`src/rtl/deser_pkg.sv`:
```
// Shared types and helpers for the serial frame deserializer.
//   state_e       : frame controller FSM states
//   DefaultLength : default number of data bits per word
//   even_parity   : even-parity bit over a data word (zero-extended to 64 bits)
package deser_pkg;

  typedef enum logic [0:0] {
    StIdle,
    StShift
  } state_e;

  localparam int unsigned DefaultLength = 24;

  // Zero extension does not change the parity, so one fixed-width helper serves any
  // LENGTH up to 64.
  function automatic logic even_parity(input logic [63:0] data);
    return ^data;
  endfunction

endpackage

```
`src/rtl/deser_shift_reg.sv`:
```
// LSB-first serial-to-parallel shift register.
// Ports:
//   i_clk, i_rst : clock, asynchronous active-high reset
//   i_shift      : shift i_din in at the MSB end (earlier bits move towards the LSB)
//   i_clr        : synchronous clear; combined with i_shift the bit lands in a cleared register
//   i_din        : serial data bit
//   o_word_nxt   : register contents after the current edge
// o_word_nxt exposes the next-state value so the controller can capture a completed word on
// the same edge that shifts in its last bit.
module deser_shift_reg
  import deser_pkg::*;
#(
  parameter int unsigned LENGTH = DefaultLength
) (
  input  logic              i_clk,
  input  logic              i_rst,
  input  logic              i_shift,
  input  logic              i_clr,
  input  logic              i_din,
  output logic [LENGTH-1:0] o_word_nxt
);

  logic [LENGTH-1:0] sr_q;
  logic [LENGTH-1:0] sr_d;
  logic [LENGTH-1:0] base;

  always_comb begin
    base = i_clr ? '0 : sr_q;
    sr_d = base;
    if (i_shift) begin
      sr_d = {i_din, base[LENGTH-1:1]};
    end
  end

  always_ff @(posedge i_clk or posedge i_rst) begin
    if (i_rst) begin
      sr_q <= '0;
    end else begin
      sr_q <= sr_d;
    end
  end

  assign o_word_nxt = sr_d;

endmodule

```
`src/rtl/deser_frame_ctrl.sv`:
```
// Frame controller for framed LSB-first serial samples feeding the FIR core.
// Qualifies bits, counts them, captures each completed word into a holding register and
// offers it over valid/ready. The serial side is never backpressured: a word completing while
// the previous one is still waiting is dropped and flagged as an overrun.
// Ports:
//   i_clk, i_rst      : clock, asynchronous active-high reset
//   i_en              : global enable; low freezes the serial side, handshake keeps running
//   i_bit_valid       : qualifies i_din / i_sync
//   i_sync            : first bit of a frame
//   i_din             : serial data bit
//   i_ready           : FIR core accepts ov_word
//   i_clr_err         : clears sticky error flags (a simultaneous error event wins)
//   ov_word, o_valid  : held word and its valid flag
//   o_busy            : frame in progress
//   o_overrun         : sticky, completed word dropped while output was stalled
//   o_frame_err       : sticky, sync seen mid-frame
//   o_parity_err      : sticky, parity mismatch (tied 0 unless DESER_PARITY_EN)
//   ov_bit_cnt        : bits received in the current frame
// Build option: define DESER_PARITY_EN to append an even-parity bit to every frame.
module deser_frame_ctrl
  import deser_pkg::*;
#(
  parameter int unsigned LENGTH = DefaultLength,
`ifdef DESER_PARITY_EN
  parameter int unsigned CNT_W  = $clog2(LENGTH + 2)
`else
  parameter int unsigned CNT_W  = $clog2(LENGTH + 1)
`endif
) (
  input  logic              i_clk,
  input  logic              i_rst,
  input  logic              i_en,
  input  logic              i_bit_valid,
  input  logic              i_sync,
  input  logic              i_din,
  input  logic              i_ready,
  input  logic              i_clr_err,
  output logic [LENGTH-1:0] ov_word,
  output logic              o_valid,
  output logic              o_busy,
  output logic              o_overrun,
  output logic              o_frame_err,
  output logic              o_parity_err,
  output logic [CNT_W-1:0]  ov_bit_cnt
);

`ifdef DESER_PARITY_EN
  localparam int unsigned FrameLen = LENGTH + 1;
`else
  localparam int unsigned FrameLen = LENGTH;
`endif

  state_e            state_q, state_d;
  logic [CNT_W-1:0]  cnt_q, cnt_d;
  logic [LENGTH-1:0] word_q, word_d;
  logic              valid_q, valid_d;
  logic              overrun_q, overrun_d;
  logic              frame_err_q, frame_err_d;

  logic              bit_acc;
  logic              sr_shift;
  logic              sr_clr;
  logic [LENGTH-1:0] sr_word_nxt;
  logic              complete;
  logic              resync;
  logic              par_ok;

  assign bit_acc = i_en & i_bit_valid;

  deser_shift_reg #(
    .LENGTH(LENGTH)
  ) u_shift (
    .i_clk      (i_clk),
    .i_rst      (i_rst),
    .i_shift    (sr_shift),
    .i_clr      (sr_clr),
    .i_din      (i_din),
    .o_word_nxt (sr_word_nxt)
  );

  // Frame sequencing.
  always_comb begin
    state_d  = state_q;
    cnt_d    = cnt_q;
    sr_shift = 1'b0;
    sr_clr   = 1'b0;
    complete = 1'b0;
    resync   = 1'b0;
    if (bit_acc) begin
      case (state_q)
        StIdle: begin
          if (i_sync) begin
            state_d  = StShift;
            cnt_d    = CNT_W'(1);
            sr_clr   = 1'b1;
            sr_shift = 1'b1;
          end
        end
        StShift: begin
          if (i_sync) begin
            // Drop the partial frame; this bit becomes bit 0 of a fresh one.
            resync   = 1'b1;
            cnt_d    = CNT_W'(1);
            sr_clr   = 1'b1;
            sr_shift = 1'b1;
          end else if (cnt_q == CNT_W'(FrameLen - 1)) begin
            complete = 1'b1;
            state_d  = StIdle;
            cnt_d    = '0;
`ifdef DESER_PARITY_EN
            sr_shift = 1'b0;  // parity bit is checked, not stored
`else
            sr_shift = 1'b1;
`endif
          end else begin
            cnt_d    = cnt_q + 1'b1;
            sr_shift = 1'b1;
          end
        end
        default: begin
          state_d = StIdle;
          cnt_d   = '0;
        end
      endcase
    end
  end

`ifdef DESER_PARITY_EN
  logic parity_err_q, parity_err_d;

  assign par_ok = (even_parity(64'(sr_word_nxt)) == i_din);

  always_comb begin
    parity_err_d = (parity_err_q & ~i_clr_err) | (complete & ~par_ok);
  end

  always_ff @(posedge i_clk or posedge i_rst) begin
    if (i_rst) begin
      parity_err_q <= 1'b0;
    end else begin
      parity_err_q <= parity_err_d;
    end
  end

  assign o_parity_err = parity_err_q;
`else
  assign par_ok       = 1'b1;
  assign o_parity_err = 1'b0;
`endif

  // Output holding register, handshake and sticky flags.
  always_comb begin
    word_d      = word_q;
    valid_d     = valid_q;
    overrun_d   = overrun_q & ~i_clr_err;
    frame_err_d = (frame_err_q & ~i_clr_err) | resync;
    if (valid_q && i_ready) begin
      valid_d = 1'b0;
    end
    if (complete && par_ok) begin
      if (valid_q && !i_ready) begin
        overrun_d = 1'b1;
      end else begin
        // Covers the transfer-and-reload case: valid stays high with the new word.
        word_d  = sr_word_nxt;
        valid_d = 1'b1;
      end
    end
  end

  always_ff @(posedge i_clk or posedge i_rst) begin
    if (i_rst) begin
      state_q     <= StIdle;
      cnt_q       <= '0;
      word_q      <= '0;
      valid_q     <= 1'b0;
      overrun_q   <= 1'b0;
      frame_err_q <= 1'b0;
    end else begin
      state_q     <= state_d;
      cnt_q       <= cnt_d;
      word_q      <= word_d;
      valid_q     <= valid_d;
      overrun_q   <= overrun_d;
      frame_err_q <= frame_err_d;
    end
  end

  assign ov_word     = word_q;
  assign o_valid     = valid_q;
  assign o_busy      = (state_q == StShift);
  assign o_overrun   = overrun_q;
  assign o_frame_err = frame_err_q;
  assign ov_bit_cnt  = cnt_q;

endmodule

```
`config.mk`:
```
export PLATFORM = sky130hd
export DESIGN_NAME = deser_frame_ctrl
export DESIGN_NICKNAME = d
export VERILOG_FILES = /design/src/rtl/deser_pkg.sv /design/src/rtl/deser_shift_reg.sv /design/src/rtl/deser_frame_ctrl.sv
export SDC_FILE = /design/constraint.sdc
export NUM_CORES = 1
export LEC_CHECK = 0
export ABC_AREA = 1
export CORE_ASPECT_RATIO = 1.25
export CORE_MARGIN = 2
export CORE_UTILIZATION = 50
export CTS_CLUSTER_DIAMETER = 80
export DETAILED_ROUTE_END_ITERATION = 12
export DONT_BUFFER_PORTS = 1
export GPL_ROUTABILITY_DRIVEN = 0
export PLACE_DENSITY = 0.76
export SYNTH_ARGS = -nofsm -noshare
export SYNTH_HDL_FRONTEND = slang
export SYNTH_SLANG_ARGS = --single-unit
```
`constraint.sdc`:
```
create_clock -name i_clk -period 1.65 [get_ports i_clk]
set_input_delay 0 -clock i_clk [delete_from_list [all_inputs] [get_ports i_clk]]
set_output_delay 0 -clock i_clk [all_outputs]
set_load 0.005 [all_outputs]
```
==> key figures, run 1 <==
STA
  – Post-route setup TNS: 0 ps
  – Hold Fails Final Rpt: 0
  – Fmax: between 0.6 and 0.7 GHz
  – Transition at the pin with the smallest max-transition slack: around 580 ps
  – Final clock skew: about 6 ps
  – Max-slew violation count: 0
  – Setup-failing EPs final: 0
  – Post-layout minimum cycle time: 1520 ps
  – Max_slew headroom: 0.610
  – RSZ-0062 raised after global routing: false
  – Share of the clock period used by the worst path: 0.922

Critical path
  – Cell breakdown of the critical path: inv_2 > nor2_8 > dlygate4sd3_1 > nand2_1 > o21ai_1
  – Worst Setup End Kind: flip-flop
  – Largest fanout on the critical path: 8
  – Arrival time at the worst endpoint: about 1800 ps
  – Type of the worst setup path: reg -> reg
  – Max incr delay on CP: between 500 and 600 ps
  – Startpoint class of the critical path: flip-flop
  – Critical path required time: between 1500 and 2000 ps
  – Slowest cell on crit path: sky130_fd_sc_hd__dlygate4sd3_1

Synthesis
  – Number of warnings reported in the yosys synthesis log: 0
  – Yosys top cell by area: sky130_fd_sc_hd__dfrtp_1
  – Fraction of post-synthesis cell area in the top cell type by area: 0.542
  – Instance count of the mapped netlist: 280
  – Netlist area before placement: 2630 um2
  – Synthesized area divided by synthesized cell count: approximately 9.4 um2
  – Post-synth cell types: 29
  – Register area share after synthesis: 0.542
  – Number of nets produced by synthesis: 289
  – Register bit count reported by yosys: 57
  – Largest cells by area after synthesis: sky130_fd_sc_hd__dfrtp_1, sky130_fd_sc_hd__nand2_1, sky130_fd_sc_hd__buf_6, sky130_fd_sc_hd__nand2_4, sky130_fd_sc_hd__nand3_1

Power
  – Total power consumption of the routed design: 2.89 mW
  – Combinational power share: 0.083
  – Sw frac: 0.249
  – Worst IR Drop VDD: 0.000529 V
  – Internal power component: 2.17 mW
  – Sequential power share: 0.506
  – Static leakage: around 1.6 nW
  – Clock network fraction of total power: 0.410
  – Switching power total: approximately 0.72 mW
  – Pwr dens: 978 nW/um2

GRT
  – Via count of the first global-routing pass: 1,821
  – Largest net degree at the start of global routing: 36
  – Initial antenna violation count: 0
  – Total Routing Usage GR: 0.200
  – Wire length of the first global-routing pass: 8530 um
  – Leftover overflow at the end of global routing: 0

Finish
  – Fraction of layout instances using a drive strength above 1: 0.209
  – Fin area: about 3000 um2
  – Area delta synth->final: 12.4%
  – Most frequent cells in the layout: sky130_fd_sc_hd__nand2_1, sky130_fd_sc_hd__dfrtp_1, sky130_fd_sc_hd__nand3_1, sky130_fd_sc_hd__nand4_1, sky130_fd_sc_hd__inv_1
  – Nets: about 310
  – N_diodes: 0
  – Most common library cell in the layout ignoring fill and taps: sky130_fd_sc_hd__nand2_1
  – Finished Layout Cells: 364
  – Core Util, Final: 0.582
  – Fill cell count: 431

Worst hold path
  – Type of the most critical hold path: in -> reg

Floorplan
  – Chip Width: 68.9 um
  – Initial standard-cell utilization of the core: 0.518
  – IO Pins: 42
  – Placeable core area: approximately 5100 um2
  – Die Footprint: 5860 um2
  – Die Span Y: ~85 um
  – Cell row count: 29

CTS
  – CTS tree: done
  – Latest clock arrival within the worst-skew pair: around 340 ps
  – Maximum clock path buffer count: 2
  – CTS root buf: sky130_fd_sc_hd__clkbuf_8
  – CTS clk-pin slew, worst paths: 60 ps
  – Number of CTS-inserted buffers: 9
  – CTS H-tree lvls: 3
  – Total number of clock tree sinks: 57

Route
  – Residual antenna-violating net count after detailed routing: 0
  – Avg Vias per Cell: between 5 and 6
  – Routed WL per cell: between 10 and 15 um
  – Drt first pass iters: 4
  – First-iteration detailed-routing DRC count: between 100 and 150
  – DR vias: ~1,900
  – Number of remaining DRC errors: 0
  – Total wire length: 5250 um

Placed design
  – Number of cells after detailed placement: around 340
  – Placed Area: between 2000 and 3000 um2
  – Detailed placer's ending HPWL: ~3400 um
  – Port Buffers: 0

Run status
  – Run status: finished clean

Job
  – Total of max-cap violations: 0
## per-layer routing
| layer | routed length (um) | track usage | share of wire |
|---|---|---|---|
| met1 | 2250 | 0.242 | 0.43 |
| met2 | 2540 | 0.298 | 0.48 |
| met3 | 354 | 0.0928 | 0.067 |
| met4 | 102 | 0.0963 | 0.019 |
| met5 | 0 | 0 | 0 |
## what timing repair did
action,in CTS,in global routing
buffers inserted,0,5
setup endpoints to repair,0,15
hold buffers,7,0
resized for setup,0,1
hold endpoints to repair,46,0
## registers in the layout (all words and copies together), names as in the netlist
register	count
o_overrun	1
o_valid	1
u_shift.sr_q	24
ov_word	24
o_busy	1
o_frame_err	1
ov_bit_cnt	5
## final cells by class
class / instances / area (um2) / share of cell area
Clock buffer: 13 / 169 / 0.0571
Inverter: 26 / 98.8 / 0.0334
Multi-Input combinational cell: 184 / 992 / 0.336
Clock inverter: 2 / 12.5 / 0.00423
Timing Repair Buffer: 20 / 180 / 0.0609
Tap cell: 62 / 77.6 / 0.0262
Sequential cell: 57 / 1430 / 0.482
## worst paths after layout
check / from / endpoint / slack [ps] / cells after the start
worst max-delay path: o_busy$_DFFE_PP0P_ / u_shift.sr_q[20]$_DFF_PP0_ / 130 / 5
worst min-delay path: i_sync / ov_word[12]$_DFFE_PP0P_ / 20 / 4
worst max register to register: o_busy$_DFFE_PP0P_ / u_shift.sr_q[20]$_DFF_PP0_ / 130 / 5
worst min register to register: u_shift.sr_q[0]$_DFF_PP0_ / u_shift.sr_q[0]$_DFF_PP0_ / 480 / 2
max in group asynchronous: i_rst / u_shift.sr_q[20]$_DFF_PP0_ / 950 / 3
min in group asynchronous: i_rst / ov_word[5]$_DFFE_PP0P_ / 150 / 2
## cell families (layout without fill, tap and decap cells)
| kind of cell | Yosys count | in the layout | synth area share |
|---|---|---|---|
| fa+ha+maj | 1 | 1 | 0.00476 |
| simple gates | 159 | 160 | 0.317 |
| other cells | 1 | 1 | 0.00143 |
| buf+inv | 40 | 61 | 0.0885 |
| compound gates | 22 | 22 | 0.0457 |
| flops | 57 | 57 | 0.542 |
## critical path: cells and delay by family, from the launching register on
kind	cells	cell delay, ps
buf+inv	2	720
simple gates	2	240
compound gates	1	60
flops	1	430
## metrics by stage
step,hold WS (ps),setup WS (ps)
2_1_floorplan,99.0,250
3_3_place_gp,-56.2,141
3_5_place_dp,-51.5,53.3
4_1_cts,9.71,38.9
5_1_grt,19.2,10.2
6_report,22.2,129
## cells in the mapped netlist
| master | count |
|---|---|
| sky130_fd_sc_hd__a21oi_1 | 1 |
| sky130_fd_sc_hd__buf_2 | 2 |
| sky130_fd_sc_hd__buf_4 | 1 |
| sky130_fd_sc_hd__buf_6 | 10 |
| sky130_fd_sc_hd__clkbuf_1 | 1 |
| sky130_fd_sc_hd__clkinv_2 | 1 |
| sky130_fd_sc_hd__conb_1 | 1 |
| sky130_fd_sc_hd__dfrtp_1 | 57 |
| sky130_fd_sc_hd__ha_1 | 1 |
| sky130_fd_sc_hd__inv_1 | 14 |
| sky130_fd_sc_hd__inv_2 | 11 |
| sky130_fd_sc_hd__nand2_1 | 98 |
| sky130_fd_sc_hd__nand2_2 | 4 |
| sky130_fd_sc_hd__nand2_4 | 10 |
| sky130_fd_sc_hd__nand3_1 | 21 |
| sky130_fd_sc_hd__nand3_2 | 1 |
| sky130_fd_sc_hd__nand3_4 | 1 |
| sky130_fd_sc_hd__nand4_1 | 14 |
| sky130_fd_sc_hd__nand4_4 | 1 |
| sky130_fd_sc_hd__nor2_1 | 4 |
| sky130_fd_sc_hd__nor2_4 | 1 |
| sky130_fd_sc_hd__nor2_8 | 2 |
| sky130_fd_sc_hd__nor3_1 | 1 |
| sky130_fd_sc_hd__nor3_4 | 1 |
| sky130_fd_sc_hd__o21a_1 | 1 |
| sky130_fd_sc_hd__o21ai_0 | 5 |
| sky130_fd_sc_hd__o21ai_1 | 11 |
| sky130_fd_sc_hd__o21ai_2 | 1 |
| sky130_fd_sc_hd__o22ai_1 | 3 |
## power groups by stage
stage / clock network, mW / registers [mW] / logic, mW
2_1_floorplan: 0 / 1.49 / 0.165
3_3_place_gp: 0 / 1.49 / 0.208
3_5_place_dp: 0 / 1.49 / 0.215
4_1_cts: 1.21 / 1.46 / 0.231
5_1_grt: 1.28 / 1.47 / 0.271
6_report: 1.19 / 1.46 / 0.241
(Power assumes the default switching activity.)
==> run 2, diff against run 1 <==
CTS_BUF_LIST = sky130_fd_sc_hd__clkbuf_4 sky130_fd_sc_hd__clkbuf_8   (was default)
==> run 2 against run 1 <==
Compared with the run above:
- first-iteration DRC count is 0.94% higher
- final area up 0.13%
- fmax barely moved
- die area stayed put
- clock power barely moved
- total power is 0.58% higher
- clock skew hardly changed
- non-clock buffer count unchanged
- via count down 0.11%
- final cell count stayed put
- routed wire length unchanged
==> key figures, run 2 (synthesized netlist as in run 1, its figures left out) <==
STA
  – Post-layout minimum cycle time: roughly 1500 ps
  – RSZ-0062 raised after global routing: false
  – Final clock skew: 6.55 ps
  – Share of the clock period used by the worst path: 0.922
  – Hold Fails Final Rpt: 0
  – Setup-failing EPs final: 0
  – Max_slew headroom: 0.610
  – Worst-case hold slack: 21.9 ps
  – Transition at the pin with the smallest max-transition slack: just under 600 ps
  – Max-slew violation count: 0
  – Fmax: roughly 0.66 GHz
  – Post-route setup TNS: 0 ps

Finish
  – N_diodes: 0
  – Fin area: 2960 um2
  – Fraction of layout instances using a drive strength above 1: 0.212
  – Most frequent cells in the layout: sky130_fd_sc_hd__nand2_1, sky130_fd_sc_hd__dfrtp_1, sky130_fd_sc_hd__nand3_1, sky130_fd_sc_hd__nand4_1, sky130_fd_sc_hd__inv_1
  – Nets: just over 300
  – Area delta synth->final: 12.6%
  – Most common library cell in the layout ignoring fill and taps: sky130_fd_sc_hd__nand2_1

CTS
  – Maximum clock path buffer count: 2
  – Total number of clock tree sinks: 57
  – CTS clk-pin slew, worst paths: ~60 ps
  – Latest clock arrival within the worst-skew pair: approximately 340 ps
  – Number of CTS-inserted buffers: 9
  – CTS tree: done
  – CTS H-tree lvls: 3
  – CTS root buf: sky130_fd_sc_hd__clkbuf_8

Job
  – Total of max-cap violations: 0

Placed design
  – Placed Area: 2650 um2
  – Port Buffers: 0
  – Detailed placer's ending HPWL: approximately 3400 um

GRT
  – Via count of the first global-routing pass: 1,821
  – Total Routing Usage GR: 0.200
  – Wire length of the first global-routing pass: 8530 um
  – Largest net degree at the start of global routing: 36
  – Initial antenna violation count: 0
  – Leftover overflow at the end of global routing: 0

Critical path
  – Largest fanout on the critical path: 8
  – Slowest cell on crit path: sky130_fd_sc_hd__dlygate4sd3_1
  – Critical path required time: approximately 1900 ps
  – Startpoint class of the critical path: flip-flop
  – Worst Setup End Kind: flip-flop
  – Arrival time at the worst endpoint: about 1800 ps
  – Cell breakdown of the critical path: inv_2 > nor2_8 > dlygate4sd3_1 > nand2_1 > o21ai_1
  – Max incr delay on CP: 590 ps
  – Type of the worst setup path: reg -> reg

Worst hold path
  – Type of the most critical hold path: in -> reg

Route
  – Drt first pass iters: 4
  – Residual antenna-violating net count after detailed routing: 0
  – DR vias: around 1,900
  – Total wire length: 5250 um
  – Number of remaining DRC errors: 0
  – First-iteration detailed-routing DRC count: roughly 110
  – Routed WL per cell: approximately 14 um
  – Avg Vias per Cell: approximately 5.2

Floorplan
  – Initial standard-cell utilization of the core: 0.518
  – Die Span Y: 85.1 um
  – Cell row count: 29
  – IO Pins: 42
  – Chip Width: between 60 and 70 um
  – Placeable core area: about 5100 um2
  – Die Footprint: just under 6000 um2

Power
  – Worst IR Drop VDD: approximately 0.00054 V
  – Static leakage: about 1.6 nW
  – Pwr dens: around 1000 nW/um2

Run status
  – Run status: finished clean
## run 2: cell count changes in the layout (fill, tap and decap cells not counted)
cell and delta:
sky130_fd_sc_hd__clkbuf_1 -1, sky130_fd_sc_hd__clkbuf_4 +1
## run 2: layout make-up
cell class                      count  area, um2
Timing Repair Buffer               20        180
Inverter                           26       98.8
Sequential cell                    57       1430
Multi-Input combinational cell    184        992
Tap cell                           62       77.6
Clock buffer                       13        173
Fill cell                         432       2120
Clock inverter                      2       12.5
## run 2: critical path: cells and delay by family (launching register included)
family | cells | cell delay, ps
simple gates | 2 | 240
flops | 1 | 430
buf+inv | 2 | 720
compound gates | 1 | 60
## run 2: power by group
part / switching [mW] / internal, mW / total, mW / leakage (nW)
Clock: 0.531 / 0.673 / 1.20 / 0.0949
Combinational: 0.157 / 0.0842 / 0.241 / 0.751
Sequential: 0.0314 / 1.43 / 1.46 / 0.786
## run 2: through the flow
stage | std cells | utilization | setup slack, ps | total power, mW
detailed placement | 336 | 0.521 | 53.3 | 1.70
finish | 364 | 0.583 | 129 | 2.91
floorplan | 280 | - | 250 | 1.66
global route | 364 | 0.583 | 10.2 | 3.03
global placement | 336 | 0.521 | 141 | 1.70
CTS | 358 | 0.571 | 38.9 | 2.92
## run 2: final timing paths
path                                           start                    endpoint  slack (ps)  cells past startpoint
max                               o_busy$_DFFE_PP0P_  u_shift.sr_q[20]$_DFF_PP0_         130                      5
min                                           i_sync     ov_word[12]$_DFFE_PP0P_          20                      4
max reg2reg                       o_busy$_DFFE_PP0P_  u_shift.sr_q[20]$_DFF_PP0_         130                      5
min reg2reg                u_shift.sr_q[0]$_DFF_PP0_   u_shift.sr_q[0]$_DFF_PP0_         480                      2
max in group asynchronous                      i_rst  u_shift.sr_q[20]$_DFF_PP0_         950                      3
min in group asynchronous                      i_rst      ov_word[5]$_DFFE_PP0P_         150                      2
## run 2: layer usage
layer / vias up / track usage / wire (um)
met1: 901 / 0.242 / 2270
met2: 44 / 0.298 / 2540
li1: 934 / - / -
met4: 0 / 0.0963 / 102
met5: - / 0 / 0
met3: 10 / 0.0928 / 335
## run 2: what timing repair did
item,4_1_cts,5_1_grt
hold buffers,7,0
setup endpoints to repair,0,15
setup buffers,0,5
hold endpoints to repair,46,0
resized for setup,0,1
==> run 3, diff against run 2 <==
clock period = 1.5 ns   (was 1.65 ns; I/O delays follow)
==> run 3 against run 2 <==
Compared with the run above:
- critical path type unchanged
- highest routed layer unchanged
- count of clock-buffer cells in the layout is 1 lower
- clock skew is 5.5 ps higher
- clock power is 42% higher
==> key figures, run 3 (synthesized netlist as in run 1, its figures left out) <==
Run status
  – Run status: finished clean

Finish
  – N_diodes: 0
  – Area delta synth->final: 13.8%
  – Core Util, Final: 0.589
  – Fill cell count: 438
  – Fraction of layout instances using a drive strength above 1: 0.213
  – Most frequent cells in the layout: sky130_fd_sc_hd__nand2_1, sky130_fd_sc_hd__dfrtp_1, sky130_fd_sc_hd__nand3_1, sky130_fd_sc_hd__nand4_1, sky130_fd_sc_hd__inv_1
  – Finished Layout Cells: 362
  – Most common library cell in the layout ignoring fill and taps: sky130_fd_sc_hd__nand2_1
  – Nets: between 300 and 400

Power
  – Pwr dens: ~1200 nW/um2
  – Total power consumption of the routed design: ~3.6 mW
  – Static leakage: around 1.6 nW
  – Worst IR Drop VDD: between 0.0007 and 0.0008 V

GRT
  – Wire length of the first global-routing pass: ~8700 um
  – Total Routing Usage GR: 0.203
  – Largest net degree at the start of global routing: a little under 60
  – Initial antenna violation count: 0
  – Leftover overflow at the end of global routing: 0
  – Via count of the first global-routing pass: approximately 1,900

Route
  – First-iteration detailed-routing DRC count: around 110
  – Total wire length: ~5300 um
  – Drt first pass iters: 4
  – DR vias: 1,899
  – Number of remaining DRC errors: 0
  – Avg Vias per Cell: 5.25
  – Residual antenna-violating net count after detailed routing: 0
  – Routed WL per cell: around 15 um

Critical path
  – Worst Setup End Kind: flip-flop
  – Path depth of the worst reg2reg path: 6
  – Largest fanout on the critical path: 12
  – Type of the worst setup path: reg -> reg
  – Crit Reg-Reg Startpoint: ov_bit_cnt[3]$_DFFE_PP0P_
  – Startpoint class of the critical path: flip-flop
  – Arrival time at the worst endpoint: 1630 ps
  – Setup crit start: ov_bit_cnt[3]$_DFFE_PP0P_
  – Critical path required time: ~1700 ps
  – Reg-to-reg critical path endpoint: ov_word[22]$_DFFE_PP0P_
  – Setup slack, reg-to-reg: 100 ps
  – Crit path to: ov_word[22]$_DFFE_PP0P_

Floorplan
  – Chip Width: 68.9 um
  – IO Pins: 42
  – Initial standard-cell utilization of the core: 0.518
  – Placeable core area: a little over 5000 um2
  – Die Span Y: around 85 um
  – Die Footprint: slightly below 6000 um2
  – Cell row count: 29

CTS
  – CTS tree: done
  – Maximum clock path buffer count: 2
  – Number of CTS-inserted buffers: 9
  – Total number of clock tree sinks: 57
  – CTS root buf: sky130_fd_sc_hd__clkbuf_8
  – Latest clock arrival within the worst-skew pair: 350 ps
  – CTS H-tree lvls: 3
  – CTS clk-pin slew, worst paths: roughly 70 ps

STA
  – Max-slew violation count: 0
  – Setup-failing EPs final: 0
  – Share of the clock period used by the worst path: 0.931
  – RSZ-0062 raised after global routing: false
  – Fmax: just over 0.7 GHz
  – Max_slew headroom: 0.638
  – Post-layout minimum cycle time: 1400 ps
  – Worst-case hold slack: between 30 and 40 ps
  – Hold Fails Final Rpt: 0
  – Transition at the pin with the smallest max-transition slack: 543 ps
  – Final clock skew: about 12 ps

Placed design
  – Port Buffers: 0
  – Detailed placer's ending HPWL: 3260 um
  – Number of cells after detailed placement: 337

Job
  – Total of max-cap violations: 0

Worst hold path
  – Type of the most critical hold path: in -> reg
run 3: final cells by class:
class	count	area, um2	share of cell area
tap	62	77.6	0.0259
clock inverter	4	73.8	0.0247
inverter	26	98.8	0.0330
sequential	57	1430	0.477
multi-input combinational	185	1000	0.335
clock buffer	12	165	0.0552
timing repair buffer	16	148	0.0493
run 3: how the worst min path moves through the flow:
stage,startpoint,to,slack [ps],cells after the start
2_1_floorplan,i_clr_err,o_frame_err$_DFF_PP0_,100,1
3_3_place_gp,i_rst,ov_word[6]$_DFFE_PP0P_,-40,2
3_5_place_dp,i_rst,ov_word[5]$_DFFE_PP0P_,-30,2
4_1_cts,i_en,u_shift.sr_q[8]$_DFF_PP0_,30,2
5_1_grt,i_en,u_shift.sr_q[8]$_DFF_PP0_,100,2
6_report,i_en,u_shift.sr_q[8]$_DFF_PP0_,30,2
run 3: worst max-delay path, stage by stage (launching register included):
cell	delay, ps
sky130_fd_sc_hd__dfrtp_1	420
sky130_fd_sc_hd__inv_1	110
sky130_fd_sc_hd__nand2_2	120
sky130_fd_sc_hd__nor2_8	200
sky130_fd_sc_hd__nand4_4	230
sky130_fd_sc_hd__nand2_1	140
sky130_fd_sc_hd__nand2_1	70
run 3: layer usage:
layer,wire [um],vias to the layer above,track usage
li1,-,940,-
met3,319,10,0.0517
met4,163,0,0.134
met2,2640,44,0.318
met1,2210,905,0.241
met5,0,-,0
run 3: timing repair:
action	4_1_cts	5_1_grt
hold buffers	6	0
pin swaps	0	2
gates resized for setup	0	3
cloned	0	2
hold endpoints to repair	71	0
buffers inserted	0	1
endpoints found under the setup margin	5	24
run 3: power by group:
| part | leakage [nW] | internal (mW) | total, mW | switching, mW |
|---|---|---|---|---|
| combinational | 0.741 | 0.0845 | 0.256 | 0.172 |
| clock | 0.123 | 1.07 | 1.70 | 0.629 |
| sequential | 0.785 | 1.58 | 1.61 | 0.0369 |
| total | 1.65 | 2.73 | 3.57 | 0.838 |
run 3: through the flow:
step | TNS (ps) | area [um2] | setup WS [ps]
floorplan | 0 | 2630 | 100
global placement | 0 | 2650 | 45.4
detailed placement | -25.1 | 2650 | -19.3
CTS | -63.4 | 2950 | -31.9
global route | 0 | 2990 | 0.0253
finish | 0 | 2990 | 104
